### config.mk
export PLATFORM = sky130hd
export DESIGN_NAME = uart_rx_flat
export DESIGN_NICKNAME = d
export VERILOG_FILES = /design/src/rtl/uart_pkg.sv /design/src/rtl/uart_rx_if.sv /design/src/rtl/sync_fifo.sv /design/src/rtl/uart_rx.sv /design/src/flat_wrapper.sv
export SDC_FILE = /design/constraint.sdc
export NUM_CORES = 1
export LEC_CHECK = 0
export CAP_MARGIN = 10
export CORE_AREA = 2 2 187 189
export CTS_BUF_LIST = sky130_fd_sc_hd__clkbuf_4
export DETAILED_ROUTE_END_ITERATION = 10
export DIE_AREA = 0 0 189 191
export MAX_ROUTING_LAYER = met4
export PLACE_DENSITY = 0.36
export RECOVER_POWER = 50
export SLEW_MARGIN = 25
export SYNTH_ARGS = -nofsm -noshare
export SYNTH_HDL_FRONTEND = slang
export SYNTH_HIERARCHICAL = 1
export SYNTH_SLANG_ARGS = --single-unit
### constraint.sdc
create_clock -name i_clk -period 3 [get_ports i_clk]
set_input_delay 0.6 -clock i_clk [delete_from_list [all_inputs] [get_ports i_clk]]
set_output_delay 0.6 -clock i_clk [all_outputs]
set_load 0.1 [all_outputs]
### src/rtl/uart_pkg.sv
// uart_pkg: shared types and helpers for the UART receiver (and uart_tx).
// Contents: rx_state_e FSM encoding, clks_per_bit() rounding helper,
// default-build HALF_BIT and PTR_W localparams.
package uart_pkg;

    typedef enum logic [1:0] {IDLE, START, DATA, STOP} rx_state_e;

    // Rounded CLK_HZ/BAUD so the bit period error stays within half a clock.
    function automatic int clks_per_bit(input int clk_hz, input int baud);
        return (clk_hz + baud / 2) / baud;
    endfunction

    localparam int CLKS_PER_BIT = clks_per_bit(24000000, 115200);
    localparam int HALF_BIT     = CLKS_PER_BIT / 2;
    localparam int FIFO_DEPTH   = 16;
    localparam int PTR_W        = $clog2(FIFO_DEPTH) + 1;

endpackage

### src/rtl/uart_rx_if.sv
// uart_rx_if: serial line and show-ahead read port of the UART receiver.
// Signals: i_rx serial line, i_ren pop request, o_rdata head byte,
// o_empty/o_full FIFO status, o_frame_err/o_overrun one-cycle error pulses.
// slave = receiver side, master = user side.
interface uart_rx_if;

    logic       i_rx;
    logic       i_ren;
    logic [7:0] o_rdata;
    logic       o_empty;
    logic       o_full;
    logic       o_frame_err;
    logic       o_overrun;

    modport slave  (input i_rx, i_ren, output o_rdata, o_empty, o_full, o_frame_err, o_overrun);
    modport master (output i_rx, i_ren, input o_rdata, o_empty, o_full, o_frame_err, o_overrun);

endinterface

### src/rtl/sync_fifo.sv
// sync_fifo: show-ahead synchronous FIFO, DEPTH a power of 2 (>= 2).
// Ports: i_clk, i_res_n (async active-low), i_push/i_wdata write side,
// i_pop read side, o_rdata = head entry, o_empty, o_full.
// A push while full is accepted only if a real pop happens in the same cycle;
// a pop while empty is ignored even if a push arrives in that cycle.
module sync_fifo #(
    parameter int WIDTH = 8,
    parameter int DEPTH = 16
) (
    input  logic             i_clk,
    input  logic             i_res_n,
    input  logic             i_push,
    input  logic [WIDTH-1:0] i_wdata,
    input  logic             i_pop,
    output logic [WIDTH-1:0] o_rdata,
    output logic             o_empty,
    output logic             o_full
);

    localparam int AW = $clog2(DEPTH);

    logic [AW:0]      wptr_q, rptr_q;
    logic [WIDTH-1:0] mem_q [DEPTH];
    logic             do_push, do_pop;

    // Extra pointer MSB tells a full ring from an empty one.
    assign o_empty = wptr_q == rptr_q;
    assign o_full  = (wptr_q[AW] != rptr_q[AW]) && (wptr_q[AW-1:0] == rptr_q[AW-1:0]);
    assign do_pop  = i_pop & ~o_empty;
    assign do_push = i_push & (~o_full | do_pop);
    assign o_rdata = mem_q[rptr_q[AW-1:0]];

    always_ff @(posedge i_clk or negedge i_res_n) begin
        if (!i_res_n) begin
            wptr_q <= '0;
            rptr_q <= '0;
            for (int i = 0; i < DEPTH; i++) mem_q[i] <= '0;
        end else begin
            if (do_push) begin
                mem_q[wptr_q[AW-1:0]] <= i_wdata;
                wptr_q <= wptr_q + 1'b1;
            end
            if (do_pop) rptr_q <= rptr_q + 1'b1;
        end
    end

endmodule

### src/rtl/uart_rx.sv
// uart_rx: 8N1 LSB-first UART receiver with a show-ahead receive FIFO.
// Ports: i_clk, i_res_n (async active-low), bus (uart_rx_if.slave):
// i_rx line in, i_ren pop, o_rdata/o_empty/o_full FIFO read side,
// o_frame_err/o_overrun one-cycle error pulses.
// Macro UART_RX_MAJORITY_EN: every sample point becomes a 2-of-3 vote over
// the nominal cycle and its neighbours, costing one extra cycle of latency.
module uart_rx
    import uart_pkg::*;
#(
    parameter int CLK_HZ     = 24000000,
    parameter int BAUD       = 115200,
    parameter int FIFO_DEPTH = 16
) (
    input logic     i_clk,
    input logic     i_res_n,
    uart_rx_if.slave bus
);

    localparam int CPB = clks_per_bit(CLK_HZ, BAUD);
    localparam int HB  = CPB / 2;
    localparam int CW  = $clog2(CPB);
    localparam logic [CW-1:0] HB_END  = CW'(HB - 1);
    localparam logic [CW-1:0] BIT_END = CW'(CPB - 1);

    rx_state_e     state_q;
    logic [CW-1:0] cnt_q;
    logic [2:0]    idx_q;
    logic [7:0]    shreg_q;
    logic [1:0]    sync_q;
    logic          armed_q, frame_err_q, overrun_q;
    logic          rx_s, line, smp, tick, push, push_ok;

    assign rx_s = sync_q[1];

`ifdef UART_RX_MAJORITY_EN
    // The whole FSM runs one cycle behind rx_s so that the cycle after the
    // nominal sample is already known when the vote is taken.
    logic [1:0] hist_q;
    assign line = hist_q[0];
    assign smp  = (rx_s & hist_q[0]) | (rx_s & hist_q[1]) | (hist_q[0] & hist_q[1]);
    always_ff @(posedge i_clk or negedge i_res_n) begin
        if (!i_res_n) hist_q <= 2'b11;
        else hist_q <= {hist_q[0], rx_s};
    end
`else
    assign line = rx_s;
    assign smp  = rx_s;
`endif

    assign tick    = cnt_q == (state_q == START ? HB_END : BIT_END);
    assign push    = state_q == STOP && tick && smp;
    // Full implies non-empty, so a pop request always frees a slot here.
    assign push_ok = ~bus.o_full | bus.i_ren;

    always_ff @(posedge i_clk or negedge i_res_n) begin
        if (!i_res_n) begin
            state_q     <= IDLE;
            cnt_q       <= '0;
            idx_q       <= '0;
            shreg_q     <= '0;
            sync_q      <= 2'b11;
            armed_q     <= 1'b0;
            frame_err_q <= 1'b0;
            overrun_q   <= 1'b0;
        end else begin
            sync_q      <= {sync_q[0], bus.i_rx};
            frame_err_q <= 1'b0;
            overrun_q   <= 1'b0;
            cnt_q       <= cnt_q == BIT_END ? '0 : cnt_q + 1'b1;
            if (line) armed_q <= 1'b1;
            case (state_q)
                IDLE: begin
                    cnt_q <= '0;
                    if (armed_q && !line) state_q <= START;
                end
                START: if (tick) begin
                    cnt_q   <= '0;
                    idx_q   <= '0;
                    state_q <= smp ? IDLE : DATA;
                end
                DATA: if (tick) begin
                    shreg_q <= {smp, shreg_q[7:1]};
                    idx_q   <= idx_q + 1'b1;
                    if (idx_q == 3'd7) state_q <= STOP;
                end
                STOP: if (tick) begin
                    state_q <= IDLE;
                    if (smp) overrun_q <= ~push_ok;
                    else begin
                        // Disarm until the line is seen idle so a held break
                        // reports one framing error, not one per frame time.
                        frame_err_q <= 1'b1;
                        armed_q     <= 1'b0;
                    end
                end
                default: state_q <= IDLE;
            endcase
        end
    end

    sync_fifo #(.WIDTH(8), .DEPTH(FIFO_DEPTH)) u_fifo (
        .i_clk   (i_clk),
        .i_res_n (i_res_n),
        .i_push  (push),
        .i_wdata (shreg_q),
        .i_pop   (bus.i_ren),
        .o_rdata (bus.o_rdata),
        .o_empty (bus.o_empty),
        .o_full  (bus.o_full)
    );

    assign bus.o_frame_err = frame_err_q;
    assign bus.o_overrun   = overrun_q;

endmodule
### src/flat_wrapper.sv
// flat-port wrapper written by rule: the top's interface ports become plain ports
module uart_rx_flat import uart_pkg::*;
#(
    parameter int CLK_HZ     = 24000000,
    parameter int BAUD       = 115200,
    parameter int FIFO_DEPTH = 16
)
  (i_clk, i_res_n, bus_i_rx, bus_i_ren, bus_o_rdata, bus_o_empty, bus_o_full, bus_o_frame_err, bus_o_overrun);
  uart_rx_if bus_i ();
  input logic i_clk;
  input logic i_res_n;
  input wire logic [$bits(bus_i.i_rx)-1:0] bus_i_rx;
  input wire logic [$bits(bus_i.i_ren)-1:0] bus_i_ren;
  output wire logic [$bits(bus_i.o_rdata)-1:0] bus_o_rdata;
  output wire logic [$bits(bus_i.o_empty)-1:0] bus_o_empty;
  output wire logic [$bits(bus_i.o_full)-1:0] bus_o_full;
  output wire logic [$bits(bus_i.o_frame_err)-1:0] bus_o_frame_err;
  output wire logic [$bits(bus_i.o_overrun)-1:0] bus_o_overrun;
  assign bus_i.i_rx = bus_i_rx;
  assign bus_i.i_ren = bus_i_ren;
  assign bus_o_rdata = bus_i.o_rdata;
  assign bus_o_empty = bus_i.o_empty;
  assign bus_o_full = bus_i.o_full;
  assign bus_o_frame_err = bus_i.o_frame_err;
  assign bus_o_overrun = bus_i.o_overrun;
  uart_rx #(.CLK_HZ(CLK_HZ), .BAUD(BAUD), .FIFO_DEPTH(FIFO_DEPTH)) u_core (.i_clk(i_clk), .i_res_n(i_res_n), .bus(bus_i));
endmodule
# Word level (Yosys, flattened, before mapping)
# Cells that the tools add are included.
[op_classes]
add_sub_neg = 4
order_cmp = 3
eq_ne = 14
n_mux = 30
bitwise = 9
n_reduce_logical = 11
[op_table]
columns = ["cell", "n"]
rows = [
  ["$bwmux W128", 1],
  ["$mux W8", 6],
  ["$bmux W8 S4", 1],
  ["$demux W8 S4", 1],
  ["$pmux W8 S2", 1],
  ["$mux W2", 6],
  ["$add A5 B1 Y5 const B", 2],
  ["$ge A5 B5 Y1 const B", 2],
  ["$mux W1", 10],
  ["$ne A2 B1 Y1 const B", 5],
  ["$not A4 Y5", 2],
  ["$add A8 B1 Y8 const B", 1],
  ["$eq A8 B8 Y1", 1],
  ["$eq A8 B8 Y1 const B", 1],
  ["$pmux W2 S4", 1],
  ["$mux W3", 2],
  ["$pmux W3 S2", 1],
  ["$eq A5 B5 Y1", 1],
  ["$logic_and A1 B1 Y1", 5],
  ["$lt A5 B1 Y1 const B", 1],
  ["$reduce_and A5 Y1", 1],
  ["$eq A2 B2 Y1 const B", 2],
  ["$eq A4 B4 Y1", 1],
  ["$add A3 B1 Y3 const B", 1],
  ["11 further kinds", 15],
]
[totals]
register_bits = 164
inputBits = 4
out_inout_bits = 12
wordCells = 97

# Depth between registers and ports, before layout
# Gate-level depths: netlist of the first run.
[depth]
word_depth = 8
ltp_mapped = 10
depth_no_buf = 7

# Modules after synthesis
# Netlist of the first run, hierarchy kept.
[modules_own_cells]
columns = ["module", "n_inst", "cells_each", "area_each_um2"]
rows = [
  ["sync_fifo", 1, 430, 6488.7],
  ["uart_rx", 1, 99, 1214.9],
]

# Worst setup path before layout of the first run
# Ideal clock, no wire load.
[synth_timing]
path_kind = "reg-to-output"
start = "reg u_core.u_fifo.wptr_q[3]"
end = "out bus_o_full"
arrival_time_ns = 2.132
t_required_ns = 2.400
path_slack_ns = 0.268
path_stages_with_launch = 5
path_buffers = 1
cell_sequence = "dfrtp_1 -> buf_4 -> xnor2_1 -> nand4_1 -> nor2_1"
[synth_between]
elab_chain_cells = 2
[synth_lines]
columns = ["element", "line_no", "source"]
rows = [
  ["start, declared", "sync_fifo.sv:22", "logic [AW:0] wptr_q, rptr_q;"],
  ["start signal, assigned", "sync_fifo.sv:41", "wptr_q <= wptr_q + 1'b1;"],
  ["$eq A4 B4 Y1", "sync_fifo.sv:28", "assign o_full = (wptr_q[AW] != rptr_q[AW]) && (wptr_q[AW-1:0] == rptr_q[AW-1:0]);"],
  ["$logic_and A1 B1 Y1", "sync_fifo.sv:28", ""],
  ["end, declared", "flat_wrapper.sv:16", "output wire logic [$bits(bus_i.o_full)-1:0] bus_o_full;"],
]
# No other way between the ends.

# Worst setup path in the final report of the first run
[layout_timing]
start = "reg u_core.u_fifo.rptr_q[0]"
end = "out bus_o_rdata[5]"
[layout_between]
elab_chain_cells = 4
[layout_lines]
columns = ["element", "line_no", "source"]
rows = [
  ["start, declared", "sync_fifo.sv:22", ""],
  ["start signal, assigned", "sync_fifo.sv:43", "if (do_pop) rptr_q <= rptr_q + 1'b1;"],
  ["$not A4 Y5 (implied by the code)", "sync_fifo.sv:31", "assign o_rdata = mem_q[rptr_q[AW-1:0]];"],
  ["$bmux W8 S4", "sync_fifo.sv:31", ""],
  ["$mux W8 (implied by the code) (2 in a row)", "sync_fifo.sv:31", ""],
  ["end, declared", "flat_wrapper.sv:14", "output wire logic [$bits(bus_i.o_rdata)-1:0] bus_o_rdata;"],
]
# No other way between the ends. The select of a mux whose other input is x is not followed.

==> results of run 1 <==
==> cell usage in the layout (no fill, tap or decap), types with 2 or more instances in the layout <==
master / count
ha_1: 8
dlygate4sd3_1: 2
a22oi_2: 13
a22oi_1: 3
buf_4: 26
xnor2_1: 9
and4b_1: 2
o21ai_0: 4
a211oi_1: 3
clkinvlp_4: 4
bufinv_16: 3
inv_6: 2
xor2_1: 7
dfrtp_1: 161
nor2b_1: 3
dfstp_2: 2
clkinv_2: 4
mux2_1: 2
o211ai_1: 4
nor2_1: 10
a21oi_2: 15
inv_1: 9
nand4_1: 8
nand2_1: 6
a21oi_1: 6
and3_1: 2
mux4_2: 32
clkbuf_4: 19
or3_1: 3
mux2_2: 129
nand3_1: 19
nor2_2: 2
buf_12: 16
mux2_4: 8
nand2_2: 8
==> logic make-up (layout without fill, tap and decap cells) <==
group                      after synthesis  count (layout)  share of synthesized area
other                                    0               1                          0
and+or+nand+nor                         72              72                    0.05214
adders and majority gates                8               8                    0.01299
muxes                                  171             171                     0.3006
xor gates and xnor gates                17              17                    0.01933
AOI/OAI and AO/OA                       55              55                    0.05604
buffers and inverters                   42              89                    0.02582
DFF                                    164             164                     0.5331
==> what timing repair did <==
action                                  in CTS  in global routing
gates cloned                                 1                  0
pin swaps                                    6                  5
gates resized for setup                     26                  5
endpoints found under the setup margin       8                 10
hold endpoints to repair                    56                  0
hold buffers                                 1                  0
buffers inserted                             2                  0
==> where the power goes <==
group | internal [uW] | switching (uW) | leakage, uW
logic | 513 | 757 | 0.00161
clock network | 595 | 801 | 0.000155
registers | 2300 | 105 | 0.00223
==> through the flow <==
stage | power [uW] | cell area [um^2]
floorplan | 3179 | 7704
global placement | 3601 | 8627
detailed placement | 3605 | 8627
CTS | 5207 | 9089
global route | 5372 | 9089
finish | 5068 | 9089
==> final timing paths <==
check                                                    start                                   to  slack [ns]  depth (start not counted)
max in group asynchronous                              i_res_n  u_core/u_fifo/mem_q[77]$_DFFE_PN0P_        0.94                          3
min in group asynchronous                              i_res_n            u_core/cnt_q[3]$_DFF_PN0_        0.94                          2
max reg2reg                          u_core/cnt_q[5]$_DFF_PN0_   u_core/u_fifo/mem_q[6]$_DFFE_PN0P_        0.43                          8
max                        u_core/u_fifo/rptr_q[0]$_DFFE_PN0P_                       bus_o_rdata[5]        0.08                          5
min                                 u_core/sync_q[0]$_DFF_PN1_           u_core/sync_q[1]$_DFF_PN1_        0.37                          0
min reg2reg                         u_core/sync_q[0]$_DFF_PN1_           u_core/sync_q[1]$_DFF_PN1_        0.37                          0
==> cell type report <==
cell class,instances,area (um^2)
timing repair buffer,47,561.8
tap,455,569.3
fill,3445,25030
clock inverter,13,157.7
inverter,10,37.54
multi-input combinational,323,3510
antenna,1,2.502
sequential,164,4108
clock buffer,19,142.6
==> worst max-delay path, cell delays in order (launching register included) <==
cell and delay [ns]:
dfrtp_2 0.45, buf_12 0.20, mux4_2 0.53, a22oi_2 0.28, nand2_2 0.12, buf_12 0.18
==> synthesized netlist by cell type (2+ instances only) <==
master / n
a21oi_2: 15
a21oi_1: 6
a211oi_1: 3
or3_1: 3
xor2_1: 7
buf_4: 2
nand3_1: 19
a22oi_1: 16
nand4_1: 8
ha_1: 8
nand2_1: 14
o211ai_1: 4
o21ai_0: 4
clkbuf_1: 16
dfrtp_1: 162
buf_6: 3
xnor2_1: 10
nor2_1: 12
inv_1: 9
mux4_2: 32
nor2b_1: 4
buf_1: 2
buf_2: 9
dfstp_2: 2
mux2_2: 129
mux2_4: 8
and3_1: 2
and4b_1: 2
mux2_1: 2
==> per-layer routing <==
metal / GRT usage / vias to the layer above
li1: - / 2035
met2: 0.2002 / 49
met1: 0.1385 / 2391
met5: - / -
met4: 0.04117 / 0
met3: 0.02166 / 18
==> registers in the layout, summed over array words and instances (netlist names), named ones only <==
name and cells:
u_core/u_fifo/mem_q 128, u_core/cnt_q 8, u_core/shreg_q 8, u_core/u_fifo/rptr_q 5, u_core/u_fifo/wptr_q 5, u_core/idx_q 3
u_core/sync_q 2, u_core/armed_q 1, u_core/bus.o_frame_err 1, u_core/bus.o_overrun 1, u_core/state_q 1
==> results.py, run 1 <==
metrics = {
    "synth": {
        "yosysTopAreaCell": "dfrtp_1",
        "syn_area_per_cell_um2": 14.56,
        "async_flop_share": 1.000,
        "synthTopCellsByArea": "dfrtp_1, mux2_2, mux4_2, a21oi_2, a22oi_1",
        "yosys_register_bits": 164,
        "ys_seq_area_frac": 0.5331,
        "synth_edf_count": 0,
        "synth_cell_types": 45,
        "ys_warn_count": 6,
        "synthCells": 529,
        "netlist.area_leader.share": 0.5262,
        "synth_flop_cell": "dfrtp_1",
        "netlist_area_um2": 7704,
        "synthesis.nets": 541,
    },
    "worst_setup_path": {
        "crit_required_ns": 2.40,
        "critPathArrivalTime_ns": 2.32,
        "start_kind": "flop",
        "crit_type": "reg -> out",
        "cp_max_fo": 15,
        "end_kind": "output pin",
    },
    "global_route": {
        "antenna_found_initial": 1,
        "gr-total-overflow": 0,
        "first_global_vias": 5026,
        "track_usage": 0.1172,
        "grt_pass1_wl_mm": 30.57,
        "grt_max_degree": 69,
    },
    "clock_tree": {
        "cts-root-buf": "clkbuf_4",
        "clk_pin_slew_ns": 0.13,
        "htree_levels": 4,
        "cts_inserted_buffers": 17,
        "clk_path_buf_depth": 2,
        "clock_latency_ns": 0.55,
        "cts_tree": "yes",
        "clkSinkCount": 164,
    },
    "routing": {
        "dr_wl_met3_um": 312,
        "drt_iter0_drc": 287,
        "vias": 4493,
        "wl_mm": 19.31,
        "met1_length_mm": 8.619,
        "drc": 0,
        "vias_per_cell": 4.354,
        "postRouteAntennaNets": 0,
        "drt-pass1-iter-count": 6,
        "wl_met2_mm": 10.04,
        "top_layer": "met4",
        "wl_per_cell_um": 18.71,
    },
    "die": {
        "start_util": 0.2258,
        "core-area_um2": 34120,
        "die_y_um": 191,
        "placementRows": 68,
        "io_pins": 16,
        "die_x_um": 189,
        "die_area_um2": 36100,
    },
    "flow_run": {
        "maxCapViolCount": 1,
    },
    "power": {
        "ir_drop_mv": 0.2412,
        "pwr_density_cell_nw_per_um2": 557.6,
        "leakagePower_uw": 0.003997,
    },
    "final_layout": {
        "drive_gt1_frac": 0.5087,
        "utilization": 0.2664,
        "syn2layout_area_growth_pct": 17.98,
        "finalNetCount": 575,
        "instances_no_fill": 1032,
    },
    "timing": {
        "slew_violations": 57,
        "hold_viol_final": 0,
        "max_clock_freq_ghz": 0.3424,
        "slew-limit-headroom": -0.04111,
        "max_slew.worst_pin.slew_ns": 1.562,
        "hold_slack_ns": 0.3676,
        "layout_min_cycle_time_ns": 2.921,
        "skew_ns": 0.01884,
        "period_share": 0.9736,
        "setup-tns-final_ns": 0,
        "rsz0062_at_grt": "yes",
        "setup_violations": 0,
        "layout_setup_ws_ns": 0.07912,
    },
    "placement": {
        "dp.cells": 996,
        "post-place-ws_ns": 0.4360,
        "dp_hpwl_mm": 12.27,
        "port_buffers": 15,
        "globalplace.congestion": 0.7154,
    },
    "worst_hold_path": {
        "hp-class": "reg -> reg",
    },
    "outcome": {
        "status": "complete, but fails checks",
        "violations": "max-capacitance violations, max-slew violations",
    },
}
Power figures use the tool's default switching activity.
==> run 2: changes to the inputs <==
--- a/config.mk
+++ b/config.mk
@@ -6,10 +6,10 @@
 export NUM_CORES = 1
 export LEC_CHECK = 0
 export CAP_MARGIN = 10
-export CORE_AREA = 2 2 187 189
+export CORE_AREA = 5 5 190 192
 export CTS_BUF_LIST = sky130_fd_sc_hd__clkbuf_4
 export DETAILED_ROUTE_END_ITERATION = 10
-export DIE_AREA = 0 0 189 191
+export DIE_AREA = 0 0 195 197
 export MAX_ROUTING_LAYER = met4
 export PLACE_DENSITY = 0.36
 export RECOVER_POWER = 50
==> results.py, run 2 (same netlist as run 1, synthesis figures left out) <==
metrics = {
    "power": {
        "leakagePower_uw": 0.004031,
        "ir_drop_mv": 0.2077,
        "pwr_density_cell_nw_per_um2": 551.4,
    },
    "worst_setup_path": {
        "reg2reg_slack_ns": 0.51,
        "ff2ff_path_depth": 9,
        "crit_required_ns": 2.40,
        "r2r_end": "u_core/u_fifo/mem_q[7]$_DFFE_PN0P_",
        "timing.rr.start": "u_core/cnt_q[0]$_DFF_PN0_",
        "cp_max_fo": 8,
        "end_kind": "output pin",
        "start_kind": "flop",
        "crit_type": "reg -> out",
        "critPathArrivalTime_ns": 2.36,
    },
    "final_layout": {
        "syn2layout_area_growth_pct": 18.61,
        "utilization": 0.2672,
        "largest_reg_flops": 128,
        "drive_gt1_frac": 0.5086,
        "top_register": "u_core/u_fifo/mem_q",
        "instances_no_fill": 1040,
        "finalNetCount": 583,
        "reg_top3": "u_core/u_fifo/mem_q (128), u_core/cnt_q (8), u_core/shreg_q (8)",
        "layout_commonest_cell": "dfrtp_1",
        "final_cell_mix": "dfrtp_1, mux2_2, mux4_2",
    },
    "clock_tree": {
        "htree_levels": 4,
        "cts-root-buf": "clkbuf_4",
        "cts_inserted_buffers": 17,
        "cts_tree": "yes",
        "clock_latency_ns": 0.58,
        "clk_pin_slew_ns": 0.13,
        "clkSinkCount": 164,
        "clk_path_buf_depth": 2,
    },
    "global_route": {
        "gr-total-overflow": 0,
        "antenna_found_initial": 1,
        "met2_usage": 0.1725,
        "grt-busiest-layer": "met2",
        "first_global_vias": 4972,
        "grt_pass1_wl_mm": 30.30,
        "track_usage": 0.1058,
        "grt_max_degree": 67,
        "use_met3": 0.02051,
        "grt_use_met1": 0.1340,
    },
    "die": {
        "die_y_um": 197,
        "die_area_um2": 38420,
        "die_x_um": 195,
        "core-area_um2": 34200,
        "placementRows": 68,
        "start_util": 0.2252,
        "io_pins": 16,
    },
    "placement": {
        "globalplace.congestion": 0.7532,
        "dp.cells": 998,
        "dp_hpwl_mm": 12.41,
        "port_buffers": 15,
    },
    "routing": {
        "drt-pass1-iter-count": 4,
        "wl_per_cell_um": 18.16,
        "vias": 4457,
        "wl_mm": 18.89,
        "drc": 0,
        "postRouteAntennaNets": 0,
        "drt_iter0_drc": 239,
        "vias_per_cell": 4.286,
    },
    "timing": {
        "slew-limit-headroom": -0.3671,
        "hold_viol_final": 0,
        "setup_violations": 0,
        "rsz0062_at_grt": "yes",
        "period_share": 0.9853,
        "layout_min_cycle_time_ns": 2.956,
        "max_slew.worst_pin.slew_ns": 2.051,
        "skew_ns": 0.03270,
        "hold_slack_ns": 0.3646,
        "setup-tns-final_ns": 0,
        "slew_violations": 39,
        "max_clock_freq_ghz": 0.3383,
    },
    "worst_hold_path": {
        "hp-start": "u_core/sync_q[0]$_DFF_PN1_",
        "whs_path_depth": 0,
        "hp-class": "reg -> reg",
        "hold_path_end": "u_core/sync_q[1]$_DFF_PN1_",
    },
    "outcome": {
        "violations": "max-capacitance violations, max-slew violations",
        "status": "complete, but fails checks",
    },
    "flow_run": {
        "maxCapViolCount": 1,
    },
}
-- run 2: cell types whose count changed in the layout (fill, tap and decap cells not counted), moves of 2 or more --
cell / delta
buf_4: +5
clkinv_4: +3
bufinv_16: -2
clkbuf_4: -2
clkinv_1: +2
-- run 2: layout make-up --
class	instances	area, um^2
Multi-Input combinational cell	323	3496
Clock buffer	17	127.6
Clock inverter	15	130.1
Timing Repair Buffer	55	666.9
Sequential cell	164	4108
Antenna cell	1	2.502
Tap cell	455	569.3
Inverter	10	37.54
Fill cell	3561	25070
-- run 2: stage by stage --
| step | setup slack (ns) | power, uW | cell area (um^2) |
|---|---|---|---|
| after floorplan | 0.2679 | 3179 | 7704 |
| after global routing | -0.07921 | 5325 | 9138 |
| final | 0.04413 | 5038 | 9138 |
| after detailed placement | 0.4083 | 3638 | 8655 |
| after global placement | 0.4143 | 3645 | 8655 |
| after CTS | -0.04103 | 5086 | 9052 |
-- run 2: routing by layer --
metal / vias to the layer above / routed length (um)
met4: 0 / 264
met3: 19 / 367
li1: 2048 / -
met1: 2358 / 8753
met5: - / 0
met2: 32 / 9500
-- run 2: how the worst max path moves through the flow --
stage                                                   start             end  slack, ns  cells after the start
after floorplan           u_core/u_fifo/wptr_q[3]$_DFFE_PN0P_      bus_o_full       0.27                      4
after global routing      u_core/u_fifo/rptr_q[0]$_DFFE_PN0P_  bus_o_rdata[1]      -0.08                      6
after detailed placement  u_core/u_fifo/rptr_q[0]$_DFFE_PN0P_  bus_o_rdata[1]       0.41                      5
after global placement    u_core/u_fifo/rptr_q[0]$_DFFE_PN0P_  bus_o_rdata[1]       0.41                      5
after CTS                 u_core/u_fifo/rptr_q[0]$_DFFE_PN0P_  bus_o_rdata[2]      -0.04                      7
final                     u_core/u_fifo/rptr_q[0]$_DFFE_PN0P_  bus_o_rdata[1]       0.04                      6
-- run 2: power by group --
part           total, uW  leakage (uW)  switching [uW]  internal [uW]
Sequential          2420       0.00223             126           2300
Combinational       1360       0.00166             755            609
Clock               1250      0.000135             838            414
-- run 2: timing repair --
action | 4_1_cts | 5_1_grt
hold buffers | 1 | 0
setup endpoints to repair | 8 | 10
resized for setup | 17 | 10
hold endpoints to repair | 36 | 0
pin swaps | 4 | 9
gates cloned | 1 | 1
buffers inserted | 4 | 2
-- run 2: critical path: stages (launching register included) --
cell and delay (ns):
dfrtp_2 0.40, buf_12 0.15, buf_12 0.16, mux4_2 0.51
a22oi_2 0.26, nand2_2 0.14, buf_12 0.19
==> run 3: changes to the inputs <==
==> constraint.sdc (replaced) <==
create_clock -name i_clk -period 2.8 [get_ports i_clk]
set_input_delay 0.56 -clock i_clk [delete_from_list [all_inputs] [get_ports i_clk]]
set_output_delay 0.56 -clock i_clk [all_outputs]
set_load 0.1 [all_outputs]
==> results.py, run 3 (same netlist as run 1, synthesis figures left out) <==
metrics = {
    "outcome": {
        "status": "complete, but fails checks",
        "violations": "negative setup slack",
    },
    "clock_tree": {
        "clk_pin_slew_ns": 0.13,
        "cts_inserted_buffers": 17,
        "htree_levels": 4,
        "clk_path_buf_depth": 2,
        "clkSinkCount": 164,
        "clock_latency_ns": 0.57,
        "cts_tree": "yes",
        "cts-root-buf": "clkbuf_4",
    },
    "routing": {
        "postRouteAntennaNets": 0,
        "drt_iter0_drc": 141,
        "drc": 0,
        "vias_per_cell": 4.342,
        "vias": 4524,
        "drt-pass1-iter-count": 6,
        "wl_mm": 19.67,
        "wl_per_cell_um": 18.88,
    },
    "power": {
        "p_comb_frac": 0.295,
        "switching_power_uw": 1939,
        "p_int_uw": 3786,
        "power_frac_seq": 0.450,
        "ir_drop_mv": 0.2653,
        "pwr_density_cell_nw_per_um2": 619.1,
        "pwr-share-clk": 0.254,
        "swShare": 0.3387,
        "leakagePower_uw": 0.004086,
    },
    "timing": {
        "layout_setup_ws_ns": -0.1407,
        "setup_violations": 10,
        "layout_min_cycle_time_ns": 2.941,
        "rsz0062_at_grt": "yes",
        "period_share": 1.050,
        "slew_violations": 0,
        "skew_ns": 0.02132,
        "hold_viol_final": 0,
        "max_clock_freq_ghz": 0.3401,
        "slew-limit-headroom": 0.08905,
        "hold_slack_ns": 0.3690,
        "max_slew.worst_pin.slew_ns": 1.366,
        "setup-tns-final_ns": -0.9327,
    },
    "die": {
        "io_pins": 16,
        "die_y_um": 197,
        "core-area_um2": 34200,
        "die_x_um": 195,
        "start_util": 0.2252,
        "die_area_um2": 38420,
        "placementRows": 68,
    },
    "global_route": {
        "track_usage": 0.1097,
        "first_global_vias": 5015,
        "grt_pass1_wl_mm": 31.28,
        "grt_max_degree": 63,
        "antenna_found_initial": 2,
        "gr-total-overflow": 0,
    },
    "worst_setup_path": {
        "cp_slowest_cell": "mux4_2",
        "crit_chain": "buf_12 -> buf_16 -> mux4_2 -> a22oi_2 -> nand2_2 -> buf_12",
        "cp_slowest_stage_delay_ns": 0.52,
        "crit_top_cell": "buf_12",
        "crit_type": "reg -> out",
        "cp_max_fo": 5,
        "end_kind": "output pin",
        "startpoint": "u_core/u_fifo/rptr_q[0]$_DFFE_PN0P_",
        "cp_top_family": "multiplexers",
        "start_kind": "flop",
        "endpoint": "bus_o_rdata[5]",
        "path_depth": 6,
        "critPathArrivalTime_ns": 2.38,
        "path_buf_inv": 3,
        "r2r_end": "u_core/u_fifo/mem_q[25]$_DFFE_PN0P_",
        "timing.rr.start": "u_core/cnt_q[0]$_DFF_PN0_",
        "ff2ff_path_depth": 9,
        "reg2reg_slack_ns": 0.25,
        "crit_required_ns": 2.24,
    },
    "final_layout": {
        "utilization": 0.2703,
        "top_register": "u_core/u_fifo/mem_q",
        "syn2layout_area_growth_pct": 20.03,
        "layout_commonest_cell": "dfrtp_1",
        "final_cell_mix": "dfrtp_1, mux2_2, mux4_2",
        "drive_gt1_frac": 0.5214,
        "fin_area_um2": 9246,
        "reg_top3": "u_core/u_fifo/mem_q (128), u_core/cnt_q (8), u_core/shreg_q (8)",
        "largest_reg_flops": 128,
        "finalNetCount": 584,
    },
    "worst_hold_path": {
        "hp-class": "reg -> reg",
    },
    "placement": {
        "globalplace.congestion": 0.7153,
        "placed_area_um2": 8627,
        "port_buffers": 15,
        "post-place-ws_ns": 0.2675,
        "dp_hpwl_mm": 12.25,
    },
    "flow_run": {
        "maxCapViolCount": 0,
    },
}
## run 3: power by group through the flow
stage               clock network (uW)  logic, uW  registers (uW)
floorplan                            0        833            2570
global placement                     0       1230            2600
detailed placement                   0       1240            2610
CTS                               1540       1730            2580
global route                      1620       1830            2600
finish                            1460       1690            2580
## run 3: routing by layer
layer | up-vias | part of all wire | routed length (um) | track usage
met5 | - | 0 | 0 | -
met4 | 0 | 0.011 | 210 | 0.02896
met3 | 16 | 0.014 | 276 | 0.02068
met2 | 34 | 0.52 | 10310 | 0.1864
met1 | 2414 | 0.45 | 8874 | 0.1350
li1 | 2060 | - | - | -
## run 3: final cells by class
class | instances | area, um^2
Clock inverter | 15 | 156.4
Timing Repair Buffer | 56 | 724.4
Multi-Input combinational cell | 323 | 3518
Antenna cell | 2 | 5.005
Clock buffer | 17 | 127.6
Fill cell | 3510 | 24960
Sequential cell | 164 | 4108
Tap cell | 455 | 569.3
Inverter | 10 | 37.54
## run 3: how the worst min path moves through the flow
stage,start,end,slack (ns),depth (start not counted)
finish,u_core/sync_q[0]$_DFF_PN1_,u_core/sync_q[1]$_DFF_PN1_,0.37,0
floorplan,i_res_n,async pin,0.26,0
global placement,u_core/sync_q[0]$_DFF_PN1_,u_core/sync_q[1]$_DFF_PN1_,0.35,0
detailed placement,u_core/sync_q[0]$_DFF_PN1_,u_core/sync_q[1]$_DFF_PN1_,0.35,0
global route,u_core/sync_q[0]$_DFF_PN1_,u_core/sync_q[1]$_DFF_PN1_,0.38,0
CTS,bus_i_rx,u_core/sync_q[0]$_DFF_PN1_,0.34,1
## run 3: worst reg2reg max path, delay by kind of cell (launching register included)
kind / cells / cell delay [ns]
buffers and inverters: 2 / 0.45
adders and majority gates: 1 / 0.25
and+or+nand+nor: 4 / 0.78
AOI/OAI and AO/OA: 1 / 0.15
muxes: 1 / 0.36
DFF: 1 / 0.43
## run 3: repair_timing
item	CTS	global route
setup buffers	5	1
resized for setup	32	4
cloned	5	0
hold endpoints to repair	47	0
pin swaps	19	3
hold buffers	1	0
setup endpoints to repair	9	10
## run 3: metrics by stage
stage               cells  power (uW)
finish               1042        5725
global route         1042        6046
CTS                  1039        5845
detailed placement    996        3845
global placement      996        3829
floorplan             529        3406
